$ cat config.mk
export PLATFORM = sky130hd
export DESIGN_NAME = hc_sr04_emulator_flat
export DESIGN_NICKNAME = d
export VERILOG_FILES = /design/src/rtl/hc_sr04_emulator_if.sv /design/src/rtl/hc_sr04_emulator.sv /design/src/flat_wrapper.sv
export SDC_FILE = /design/constraint.sdc
export NUM_CORES = 1
export LEC_CHECK = 0
export BUFFER_PORTS_ARGS = -buffer_cell sky130_fd_sc_hd__buf_2
export CAP_MARGIN = 15
export CORE_ASPECT_RATIO = 1.75
export CORE_MARGIN = 3
export CORE_UTILIZATION = 57
export CTS_CLUSTER_DIAMETER = 100
export DETAILED_ROUTE_END_ITERATION = 6
export PLACE_DENSITY = 0.86
export SETUP_SLACK_MARGIN = 0.5
export SYNTH_ARGS = -nofsm -noshare
export SYNTH_HDL_FRONTEND = slang
export SYNTH_SLANG_ARGS = --single-unit
$ cat constraint.sdc
create_clock -name clk_50M -period 5.3 [get_ports clk_50M]
set_clock_uncertainty 0.1 [all_clocks]
set_input_delay 0.265 -clock clk_50M [delete_from_list [all_inputs] [get_ports clk_50M]]
set_output_delay 0.265 -clock clk_50M [all_outputs]
set_load 0.005 [all_outputs]
$ cat src/rtl/hc_sr04_emulator_if.sv
// Controller-side signal bundle of the HC-SR04 emulator: trigger and distance in, echo and status out.
interface hc_sr04_emulator_if;
    logic        trig_in;
    logic [15:0] distance_mm;
    logic        echo_tx;
    logic        busy;
    logic        trig_err;
    logic [7:0]  meas_cnt;

    modport master (
        output trig_in,
        output distance_mm,
        input  echo_tx,
        input  busy,
        input  trig_err,
        input  meas_cnt
    );

    modport slave (
        input  trig_in,
        input  distance_mm,
        output echo_tx,
        output busy,
        output trig_err,
        output meas_cnt
    );
endinterface

$ cat src/rtl/hc_sr04_emulator.sv
// HC-SR04 ultrasonic sensor emulator: validates the trigger width, then returns a distance-scaled echo.
// Optional macro HC_SR04_EMU_TIMEOUT_EN: out-of-range distances give a TIMEOUT_CYC-wide echo.
module hc_sr04_emulator #(
    parameter int unsigned TRIG_MIN    = 500,
    parameter int unsigned BURST_DLY   = 10000,
    parameter int unsigned CYC_PER_MM  = 290,
    parameter int unsigned MAX_MM      = 4000,
    parameter int unsigned TIMEOUT_CYC = 1900000,
    parameter int unsigned HOLDOFF_CYC = 500000
) (
    input  logic              clk_50M,
    input  logic              reset,
    hc_sr04_emulator_if.slave bus
);
    typedef enum logic [2:0] {StIdle, StTrigHi, StBurst, StEcho, StHoldoff} state_e;

    state_e      state_q;
    logic        trig_s1_q, trig_s2_q, trig_prev_q;
    logic [24:0] cnt_q;
    logic [15:0] mm_q;
    logic        echo_q, busy_q, err_q;
    logic [7:0]  meas_q;

    logic        trig_rise, trig_fall, out_of_range;
    logic [24:0] echo_len;

    assign trig_rise    = trig_s2_q & ~trig_prev_q;
    assign trig_fall    = ~trig_s2_q & trig_prev_q;
    assign out_of_range = (mm_q == 16'd0) || (32'(mm_q) > MAX_MM);

`ifdef HC_SR04_EMU_TIMEOUT_EN
    localparam bit EchoOnOor = 1'b1;
    assign echo_len = out_of_range ? 25'(TIMEOUT_CYC) : 25'(mm_q) * 25'(CYC_PER_MM);
`else
    localparam bit EchoOnOor = 1'b0;
    assign echo_len = 25'(mm_q) * 25'(CYC_PER_MM);
`endif

    assign bus.echo_tx  = echo_q;
    assign bus.busy     = busy_q;
    assign bus.trig_err = err_q;
    assign bus.meas_cnt = meas_q;

    always_ff @(posedge clk_50M) begin
        if (reset) begin
            state_q     <= StIdle;
            trig_s1_q   <= 1'b0;
            trig_s2_q   <= 1'b0;
            trig_prev_q <= 1'b0;
            cnt_q       <= '0;
            mm_q        <= '0;
            echo_q      <= 1'b0;
            busy_q      <= 1'b0;
            err_q       <= 1'b0;
            meas_q      <= '0;
        end else begin
            trig_s1_q   <= bus.trig_in;
            trig_s2_q   <= trig_s1_q;
            trig_prev_q <= trig_s2_q;
            err_q       <= 1'b0;
            unique case (state_q)
                StIdle: begin
                    // Edge-triggered only: a level still high after HOLDOFF is not a new trigger.
                    if (trig_rise) begin
                        state_q <= StTrigHi;
                        cnt_q   <= '0;
                        busy_q  <= 1'b1;
                    end
                end
                StTrigHi: begin
                    if (trig_fall) begin
                        cnt_q <= '0;
                        if (cnt_q >= 25'(TRIG_MIN)) begin
                            mm_q    <= bus.distance_mm;
                            state_q <= StBurst;
                        end else begin
                            err_q   <= 1'b1;
                            busy_q  <= 1'b0;
                            state_q <= StIdle;
                        end
                    end else if (trig_s2_q && (cnt_q < 25'(TRIG_MIN))) begin
                        cnt_q <= cnt_q + 25'd1;
                    end
                end
                StBurst: begin
                    if (cnt_q == 25'(BURST_DLY - 1)) begin
                        cnt_q <= '0;
                        if (out_of_range && !EchoOnOor) begin
                            state_q <= StHoldoff;
                        end else begin
                            state_q <= StEcho;
                            echo_q  <= 1'b1;
                            meas_q  <= meas_q + 8'd1;
                        end
                    end else begin
                        cnt_q <= cnt_q + 25'd1;
                    end
                end
                StEcho: begin
                    if (cnt_q == echo_len - 25'd1) begin
                        cnt_q   <= '0;
                        echo_q  <= 1'b0;
                        state_q <= StHoldoff;
                    end else begin
                        cnt_q <= cnt_q + 25'd1;
                    end
                end
                StHoldoff: begin
                    if (cnt_q == 25'(HOLDOFF_CYC - 1)) begin
                        cnt_q   <= '0;
                        busy_q  <= 1'b0;
                        state_q <= StIdle;
                    end else begin
                        cnt_q <= cnt_q + 25'd1;
                    end
                end
                default: begin
                    state_q <= StIdle;
                    echo_q  <= 1'b0;
                    busy_q  <= 1'b0;
                    cnt_q   <= '0;
                end
            endcase
        end
    end
endmodule

$ cat src/flat_wrapper.sv
// flat-port wrapper written by rule: the top's interface ports become plain ports
module hc_sr04_emulator_flat 
#(
    parameter int unsigned TRIG_MIN    = 500,
    parameter int unsigned BURST_DLY   = 10000,
    parameter int unsigned CYC_PER_MM  = 290,
    parameter int unsigned MAX_MM      = 4000,
    parameter int unsigned TIMEOUT_CYC = 1900000,
    parameter int unsigned HOLDOFF_CYC = 500000
)
  (clk_50M, reset, bus_trig_in, bus_distance_mm, bus_echo_tx, bus_busy, bus_trig_err, bus_meas_cnt);
  hc_sr04_emulator_if bus_i ();
  input  logic clk_50M;
  input  logic reset;
  input wire logic [$bits(bus_i.trig_in)-1:0] bus_trig_in;
  input wire logic [$bits(bus_i.distance_mm)-1:0] bus_distance_mm;
  output wire logic [$bits(bus_i.echo_tx)-1:0] bus_echo_tx;
  output wire logic [$bits(bus_i.busy)-1:0] bus_busy;
  output wire logic [$bits(bus_i.trig_err)-1:0] bus_trig_err;
  output wire logic [$bits(bus_i.meas_cnt)-1:0] bus_meas_cnt;
  assign bus_i.trig_in = bus_trig_in;
  assign bus_i.distance_mm = bus_distance_mm;
  assign bus_echo_tx = bus_i.echo_tx;
  assign bus_busy = bus_i.busy;
  assign bus_trig_err = bus_i.trig_err;
  assign bus_meas_cnt = bus_i.meas_cnt;
  hc_sr04_emulator #(.TRIG_MIN(TRIG_MIN), .BURST_DLY(BURST_DLY), .CYC_PER_MM(CYC_PER_MM), .MAX_MM(MAX_MM), .TIMEOUT_CYC(TIMEOUT_CYC), .HOLDOFF_CYC(HOLDOFF_CYC)) u_core (.clk_50M(clk_50M), .reset(reset), .bus(bus_i));
endmodule
# --- Word level (Yosys, flattened, before mapping) ---
# Cells that the tools add are included.
totals:
  ff_bits: 58
  inputBits: 19
  out_inout_bits: 11
  wordCells: 79
classes:
  add_sub_neg: 3
  multipliers: 1
  order_cmp: 3
  n_eq_ne: 15
  muxes: 25
  bitwise: 9
  reduce_logical: 13
ops:
  columns: ["operator", "n"]
  rows:
  - ["two-way mux 25 bit", 6]
  - ["case mux 25 bit (5 select lines)", 1]
  - ["adder 25 x 1 -> 25 bit (second input constant)", 1]
  - ["== test 25 x 14 -> 1 bit (second input constant)", 1]
  - ["== test 25 x 19 -> 1 bit (second input constant)", 1]
  - ["== test 25 bit", 1]
  - ["greater-or-equal comparator 25 x 9 -> 1 bit (second input constant)", 1]
  - ["less-than comparator 25 x 9 -> 1 bit (second input constant)", 1]
  - ["subtractor 25 x 1 -> 25 bit (second input constant)", 1]
  - ["multiplier 16 x 8 -> 24 bit (second input constant)", 1]
  - ["two-way mux 3 bit", 6]
  - ["> comparator 16 x 12 -> 1 bit (second input constant)", 1]
  - ["logical NOT 16 bit", 1]
  - ["case mux 3 bit (5 select lines)", 1]
  - ["!= test 2 x 1 -> 1 bit (second input constant)", 5]
  - ["AND reduction 5 bit", 2]
  - ["adder 8 x 1 -> 8 bit (second input constant)", 1]
  - ["two-way mux 1 bit", 8]
  - ["NOT 1 bit", 7]
  - ["== test 3 x 2 -> 1 bit (second input constant)", 2]
  - ["AND reduction 3 bit", 2]
  - ["OR reduction 3 bit", 2]
  - ["!= test 2 bit (second input constant)", 2]
  - ["case mux 1 bit (4 select lines)", 1]
  - ["12 further kinds", 13]

# --- Logic depth before layout (Yosys ltp) ---
# Gate-level depths: netlist of the first run.
depth:
  ltp_word: 5
  ltp_mapped: 22
  depth_no_buf: 18

# --- Worst setup path after synthesis of the first run ---
# OpenSTA, ideal clock, no wires.
synth_path:
  path_kind: "flip-flop to flip-flop"
  start: "register u_core.mm_q[8]"
  end: "register u_core.cnt_q[18]"
  setup_time_ns: 0.117
  arrival_ns: 4.945
  required_time_ns: 5.083
  slack_ns: 0.138
  path_stages_with_launch: 22
  path_buffers: 3
  period_less_slack_ns: 5.162
  cell_sequence: "dfxtp_1 ha_1 inv_1 fa_1 inv_1 ha_1 ha_1 buf_6 a21oi_1 o211ai_1 a221oi_4 o2111ai_2 or4b_4 buf_6 nor3_2 o32ai_1 or4_4 o21ai_2 nand2_4 buf_8 a21o_1 a22o_1"
synth_between:
  elab_chain_cells: 5
synth_lines:
  columns: ["element", "line_no", "text"]
  rows:
  - ["start, declared", "hc_sr04_emulator.sv:20", "logic [15:0] mm_q;"]
  - ["start signal, assigned", "hc_sr04_emulator.sv:74", "mm_q <= bus.distance_mm;"]
  - ["multiplier 16 x 8 -> 24 bit", "hc_sr04_emulator.sv:36", "assign echo_len = 25'(mm_q) * 25'(CYC_PER_MM);"]
  - ["subtractor 25 x 1 -> 25 bit", "hc_sr04_emulator.sv:100", "if (cnt_q == echo_len - 25'd1) begin"]
  - ["== test 25 bit", "hc_sr04_emulator.sv:100", null]
  - ["two-way mux 25 bit", "hc_sr04_emulator.sv:100", null]
  - ["case mux 25 bit (5 select lines)", "hc_sr04_emulator.sv:61", "unique case (state_q)"]
  - ["end signal, assigned", "hc_sr04_emulator.sv:96", "cnt_q <= cnt_q + 25'd1;"]
  - ["end signal, assigned", "hc_sr04_emulator.sv:105", "cnt_q <= cnt_q + 25'd1;"]
  - ["end signal, assigned", "hc_sr04_emulator.sv:114", "cnt_q <= cnt_q + 25'd1;"]
  - ["end, declared", "hc_sr04_emulator.sv:19", "logic [24:0] cnt_q;"]
# No other way between the ends.
# A chain may end at the register's enable or synchronous reset.

# --- Worst setup path in the final report of the first run ---
layout_path:
  start: "register u_core.mm_q[7]"
  end: "register u_core.cnt_q[19]"
# The elaborated chain is that of the path after synthesis.

==> results.yml, run 1 <==
timing:
  fin_crit_sh_pct: 103
  final-setup-viol-count: 23
  worst_slew_pin_slew_ps: 1050
  max_freq_mhz: 183
  final_max_slew_viol_count: 0
  rsz0062_at_grt: "true"
  hold_viol_final: 0
  holdWs_ps: 30.4
  slew_headroom_pct: 27.9
  period_needed_ps: 5470
  setup_ws_ps: -174
worst_setup_path:
  cp_slowest_cell: "nor4_1"
  crit_fanout: 8
  path_common_cell: "ha_4"
  cp-start-kind: "flip-flop"
  reg2regPathDepth: 21
  cp-end-kind: "flip-flop"
  r2r_end: "u_core.cnt_q[19]"
  crit_arrival_ps: 5570
  slowest_delay_ps: 760
  crit_type: "reg -> reg"
  ff2ff_setup_slack_ps: -170
  path_cells: "ha_4 > inv_2 > fa_1 > inv_2 > ha_4 > ha_4 > buf_6 > o211ai_4 > buf_4 > nor4_1 > a211oi_4 > and3_1 > nand4_1 > mux2i_1 > a2111oi_0 > or4_4 > o21ai_4 > nand2_8 > buf_4 > o21ai_0 > nand2_1"
  reg2reg_from: "u_core.mm_q[7]"
  cp.required_ps: 5400
synthesis:
  yosysSeqAreaShare_pct: 20.6
  syn_nets: 785
  synth_cell_types: 81
  yosysTopAreaCellShare_pct: 20.6
  ys_warn_count: 0
  synth_area_sq_mm: 0.00562
  synth_enable_flop_cells: 0
  yosysTopAreaCell: "dfxtp_1"
  ys_ff_latch: 58
  async_reset_ff_share_pct: 0
  synth_area_leaders: "dfxtp_1 21%, ha_1 13%, nor2_1 4.5%, a21oi_1 4.4%, mux2i_1 4.3%"
  syn_inst: 697
  ys.flop_type: "dfxtp_1"
  post_synth.cell_area_avg_sq_um: 8.07
finish:
  finalNetCount: 867
  multiInputGateArea_sq_mm: 0.00484
  fill_cells: 534
  diodes: 0
  stdcell_area_sq_mm: 0.00743
  area_delta_synth_final_pct: 32.1
  seqCellArea_sq_mm: 0.00119
  drive_gt1_share_pct: 30.5
outcome:
  status: "finished, violations left"
  violations: "negative setup slack"
floorplan:
  num_rows: 47
  core_sq_mm: 0.00953
  initial_core_util_pct: 59.0
  pin_count: 30
  die_h_microns: 137
  dieArea_sq_mm: 0.0111
  die_w_microns: 81.1
global_routing:
  antenna_found_initial: 0
  grt_pass1_vias: 6229
  grt_max_degree: 40
  grt_pass1_wl_mm: 30.4
  grt_usage_pct: 35.3
  grt.overflow.total: 0
pwr:
  power_density_mw_per_mm2: 152
  peakVddDrop_v: 0.000161
  power_leakage_nw: 3.30
min_path:
  worstHoldStart: "bus_trig_in"
  hp-class: "in -> reg"
  hold_depth: 2
  min_to: "u_core.trig_s1_q"
route:
  drt-total-wl_mm: 23.3
  viasPerCell: 7.36
  wl_per_cell_microns: 25.7
  first_pass_iters: 7
  drt-initial-drc-count: 819
  drc: 0
  antenna_left: 0
  detailroute.via_count: 6664
clock_tree:
  ctsHoldBuffers: 0
  numCtsBuffers: 9
  cts_tree: "done"
  cts_sinks: 58
  cts_max_path_buffers: 2
  clkTransAtPathRegs_ps: 60
  h-tree-depth: 3
  clk_latency_ps: 340
  cts_root_buf: "clkbuf_16"
placement:
  dp_hpwl_mm: 11.8
  gp_congestion: 0.916
  place_area_sq_mm: 0.00616
  port_buffers: 29
job:
  cap_violations: 0
cells by family after synthesis:
group                      synth area share [%]
DFF                                        20.6
xor gates and xnor gates                   6.79
muxes                                      4.47
buffers and inverters                      6.38
and+or+nand+nor                            24.8
adders and majority gates                  16.6
AOI/OAI and AO/OA                          20.3
cells in the mapped netlist (all sizes together), types with 5 or more instances:
master / instances
a2111oi: 7
a211oi: 7
a21o: 6
a21oi: 50
a221oi: 5
a22o: 7
and2: 5
and3: 15
and4: 6
buf: 9
clkbuf: 25
dfxtp: 58
fa: 9
ha: 60
inv: 50
mux2i: 24
nand2: 42
nand2b: 10
nand3: 20
nand4: 10
nor2: 67
nor2b: 22
nor3: 18
nor4: 12
o211ai: 5
o21a: 6
o21ai: 21
o31ai: 5
or2: 6
or3: 8
or4: 6
xnor2: 27
xor2: 14
layout make-up:
type	count	area share, %
Tap cell	122	2.05
Inverter	50	2.53
Timing Repair Buffer	102	9.92
Clock inverter	4	0.993
Sequential cell	58	16.0
Multi-Input combinational cell	558	65.1
Clock buffer	12	3.45
critical path, delay by kind of cell (launching register included):
family                   cells  cell delay [ps]
buffers and inverters        5              550
AO/OA/AOI/OAI                5              640
multiplexers                 1              200
AND/OR/NAND/NOR              6             2050
flip-flops                   1              380
adder cells (fa/ha/maj)      4             1400
stage by stage:
stage               cells  total power [mW]  setup slack, ps  setup TNS, ps  utilization [%]
floorplan             697             0.464              324              0                -
global placement      849             0.476            -7.58          -13.2             64.6
detailed placement    849             0.477             -185          -1720             64.6
CTS                   894              1.12              249              0             74.2
global route          906              1.14             -151          -2490             78.0
finish                906              1.13             -174          -1550             78.0
what timing repair did:
item / in CTS / in global routing
buffers inserted: 26 / 11
gates resized for setup: 57 / 56
pin swaps: 33 / 35
cloned: 3 / 1
endpoints found under the setup margin: 29 / 29
cells in the final DEF (no fill, tap or decap), types with 15 or more instances in the layout:
cell type   n
inv_1      46
a21oi_2    20
a21oi_1    28
ha_4       22
dfxtp_1    49
mux2i_1    24
nand3_1    18
nor2_1     65
xnor2_1    26
ha_1       37
nor3_1     16
buf_2      30
and3_1     15
nor2b_1    20
buf_4      62
nand2_1    40
report_power, final:
group / internal [mW] / total [mW] / switching [mW]
combinational: 0.0117 / 0.0334 / 0.0217
sequential: 0.435 / 0.438 / 0.00327
clock: 0.437 / 0.657 / 0.220
sequential cells by signal, indices dropped and copies added (netlist names):
register and flops:
u_core.bus.busy 1, u_core.bus.echo_tx 1, u_core.bus.trig_err 1, u_core.trig_prev_q 1
u_core.bus.meas_cnt 8, u_core.trig_s1_q 1, u_core.cnt_q 25, u_core.state_q 3
u_core.mm_q 16, u_core.trig_s2_q 1
worst max path at each step:
| stage | startpoint | end | slack, ps | cells past startpoint |
|---|---|---|---|---|
| 5_1_grt | u_core.mm_q[7] | u_core.cnt_q[19] | -150 | 21 |
| 4_1_cts | u_core.mm_q[7] | u_core.cnt_q[6] | 250 | 18 |
| 6_report | u_core.mm_q[7] | u_core.cnt_q[19] | -170 | 21 |
| 3_3_place_gp | u_core.mm_q[7] | u_core.cnt_q[24] | -8 | 19 |
| 3_5_place_dp | u_core.mm_q[7] | u_core.cnt_q[6] | -180 | 18 |
| 2_1_floorplan | u_core.mm_q[8] | u_core.cnt_q[18] | 320 | 21 |
routing by layer:
metal | wire, microns | track usage, % | part of all wire [%] | up-vias
met2 | 10800 | 62.2 | 47 | 631
met5 | 0 | 0 | 0 | -
met3 | 2170 | 5.89 | 9.3 | 304
li1 | - | - | - | 2698
met1 | 7090 | 35.0 | 30 | 3031
met4 | 3200 | 29.4 | 14 | 0
(Power assumes the default switching activity.)
==> run 2: changes to the inputs <==
--- a/config.mk
+++ b/config.mk
@@ -6,14 +6,12 @@
 export NUM_CORES = 1
 export LEC_CHECK = 0
 export BUFFER_PORTS_ARGS = -buffer_cell sky130_fd_sc_hd__buf_2
-export CAP_MARGIN = 15
 export CORE_ASPECT_RATIO = 1.75
 export CORE_MARGIN = 3
 export CORE_UTILIZATION = 57
 export CTS_CLUSTER_DIAMETER = 100
 export DETAILED_ROUTE_END_ITERATION = 6
 export PLACE_DENSITY = 0.86
-export SETUP_SLACK_MARGIN = 0.5
 export SYNTH_ARGS = -nofsm -noshare
 export SYNTH_HDL_FRONTEND = slang
 export SYNTH_SLANG_ARGS = --single-unit
==> run 2 against run 1 <==
  * The run ends with design-rule violations, negative setup slack left
  * Die area stayed put
  * Largest cell class unchanged
  * Combinational power is 6.0% lower
  * Maximum frequency is 1.4% higher
  * Final cell count is 2.1% lower
==> results.yml, run 2 (synthesis results as in run 1) <==
global_routing:
  antenna_found_initial: 0
  grt_max_degree: 40
  grt.overflow.total: 0
  grt_pass1_vias: 5530
  grt_usage_pct: 29.5
  grt_pass1_wl_mm: 25.5
timing:
  period_needed_ps: 5400
  fin_crit_sh_pct: 102
  final.setup.tns_ps: -380
  max_freq_mhz: 185
  final-setup-viol-count: 7
  holdWs_ps: 80.2
  final_max_slew_viol_count: 0
  setup_ws_ps: -96.6
  hold_viol_final: 0
  slew_headroom_pct: 10.2
  worst_slew_pin_slew_ps: 1330
clock_tree:
  ctsHoldBuffers: 0
  cts_root_buf: "clkbuf_16"
  clkTransAtPathRegs_ps: 50
  cts_sinks: 58
  numCtsBuffers: 9
  cts_max_path_buffers: 2
  cts_tree: "done"
  h-tree-depth: 3
  clk_latency_ps: 340
worst_setup_path:
  r2r_end: "u_core.cnt_q[18]"
  crit_arrival_ps: 5520
  crit_type: "reg -> reg"
  reg2regPathDepth: 22
  cp.required_ps: 5430
  cp-end-kind: "flip-flop"
  reg2reg_from: "u_core.mm_q[5]"
  cp-start-kind: "flip-flop"
  crit_fanout: 6
  ff2ff_setup_slack_ps: -100
floorplan:
  die_h_microns: 137
  pin_count: 30
  core_sq_mm: 0.00953
  dieArea_sq_mm: 0.0111
  die_w_microns: 81.1
  num_rows: 47
  initial_core_util_pct: 59.0
finish:
  area_delta_synth_final_pct: 24.3
  layout_commonest_cell: "nor2_1"
  regMostFlops: "u_core.cnt_q"
  finalNetCount: 849
  final_cells: 887
  largest_reg_flops: 25
  drive_gt1_share_pct: 24.2
  final_core_util_pct: 73.4
  stdcell_area_sq_mm: 0.00699
  layout_common_cells: "66 x nor2_1, 53 x buf_4, 52 x dfxtp_1"
  diodes: 0
pwr:
  peakVddDrop_v: 0.000197
  finalPower_mw: 1.04
  power_leakage_nw: 3.15
  p_sw_share_pct: 22.8
  clkPwrFrac_pct: 54.8
  p_int_mw: 0.807
  power_density_mw_per_mm2: 149
  pwr-share-comb_pct: 3.0
  seqPwrFrac_pct: 42.2
  p_sw_mw: 0.238
job:
  cap_violations: 0
placement:
  place_ws_ps: -226
  place_area_sq_mm: 0.00604
  dp_hpwl_mm: 12.1
  port_buffers: 29
  dp.cells: 850
  gp_congestion: 0.960
outcome:
  violations: "design-rule violations, negative setup slack"
  status: "finished, violations left"
route:
  antenna_left: 0
  first_pass_iters: 7
  drt-initial-drc-count: 829
  drt-total-wl_mm: 20.3
  detailroute.via_count: 6234
  wl_per_cell_microns: 22.9
  viasPerCell: 7.03
  drc: 1
min_path:
  worstHoldStart: "bus_distance_mm[8]"
  hold_depth: 3
  hp-class: "in -> reg"
  min_to: "u_core.mm_q[8]"
[run 2: cell types whose count changed in the layout (fill, tap and decap cells not counted), sizes merged]
cell    previous run  this run
buf              102        86
bufinv             2         1
clkbuf            12        10
clkinv             2         5
nand2             45        42
[run 2: metal layers]
layer | GRT usage [%] | part of all wire, %
met1 | 28.7 | 33
met2 | 54.7 | 50
met3 | 4.19 | 7.4
met4 | 21.2 | 10
met5 | 0 | 0
[run 2: power groups by stage]
stage                     combinational [mW]  clock (mW)  sequential [mW]
after global routing                  0.0332       0.587            0.440
after detailed placement              0.0287           0            0.450
after CTS                             0.0290       0.568            0.441
final                                 0.0314       0.572            0.441
after floorplan                       0.0165           0            0.449
after global placement                0.0275           0            0.450
[run 2: worst max path at each step]
stage                   start               end  slack [ps]  depth (start not counted)
6_report       u_core.mm_q[5]  u_core.cnt_q[18]        -100                         22
5_1_grt        u_core.mm_q[5]  u_core.cnt_q[18]        -260                         21
4_1_cts        u_core.mm_q[4]   u_core.cnt_q[2]          20                         17
3_5_place_dp   u_core.mm_q[5]  u_core.cnt_q[16]        -230                         19
3_3_place_gp   u_core.mm_q[5]   u_core.cnt_q[0]         -20                         19
2_1_floorplan  u_core.mm_q[8]  u_core.cnt_q[18]         140                         21
[run 2: final cells by class]
type / count / area [sq um]
multi-input combinational: 555 / 4590
fill: 614 / 2540
sequential: 58 / 1170
timing repair buffer: 87 / 602
clock buffer: 9 / 225
inverter: 50 / 188
tap: 122 / 153
clock inverter: 6 / 58.8
[run 2: worst max-delay path, cell delays in order (launching register included)]
cell and delay, ps:
dfxtp_2 350, ha_1 320, inv_1 80, fa_1 520, inv_1 70, ha_4 240
ha_4 320, buf_4 140, nand2_1 170, a21oi_1 320, a21oi_1 140, xnor2_1 230
buf_4 140, buf_4 120, nand4_1 250, mux2i_1 310, a2111oi_1 100, or4_4 580
o21ai_4 180, nand2_4 110, buf_6 140, buf_4 140, a22o_1 210
[run 2: what timing repair did]
item	in CTS	in global routing
setup buffers	3	19
pin swaps	2	35
endpoints found under the setup margin	28	29
gates resized for setup	16	76
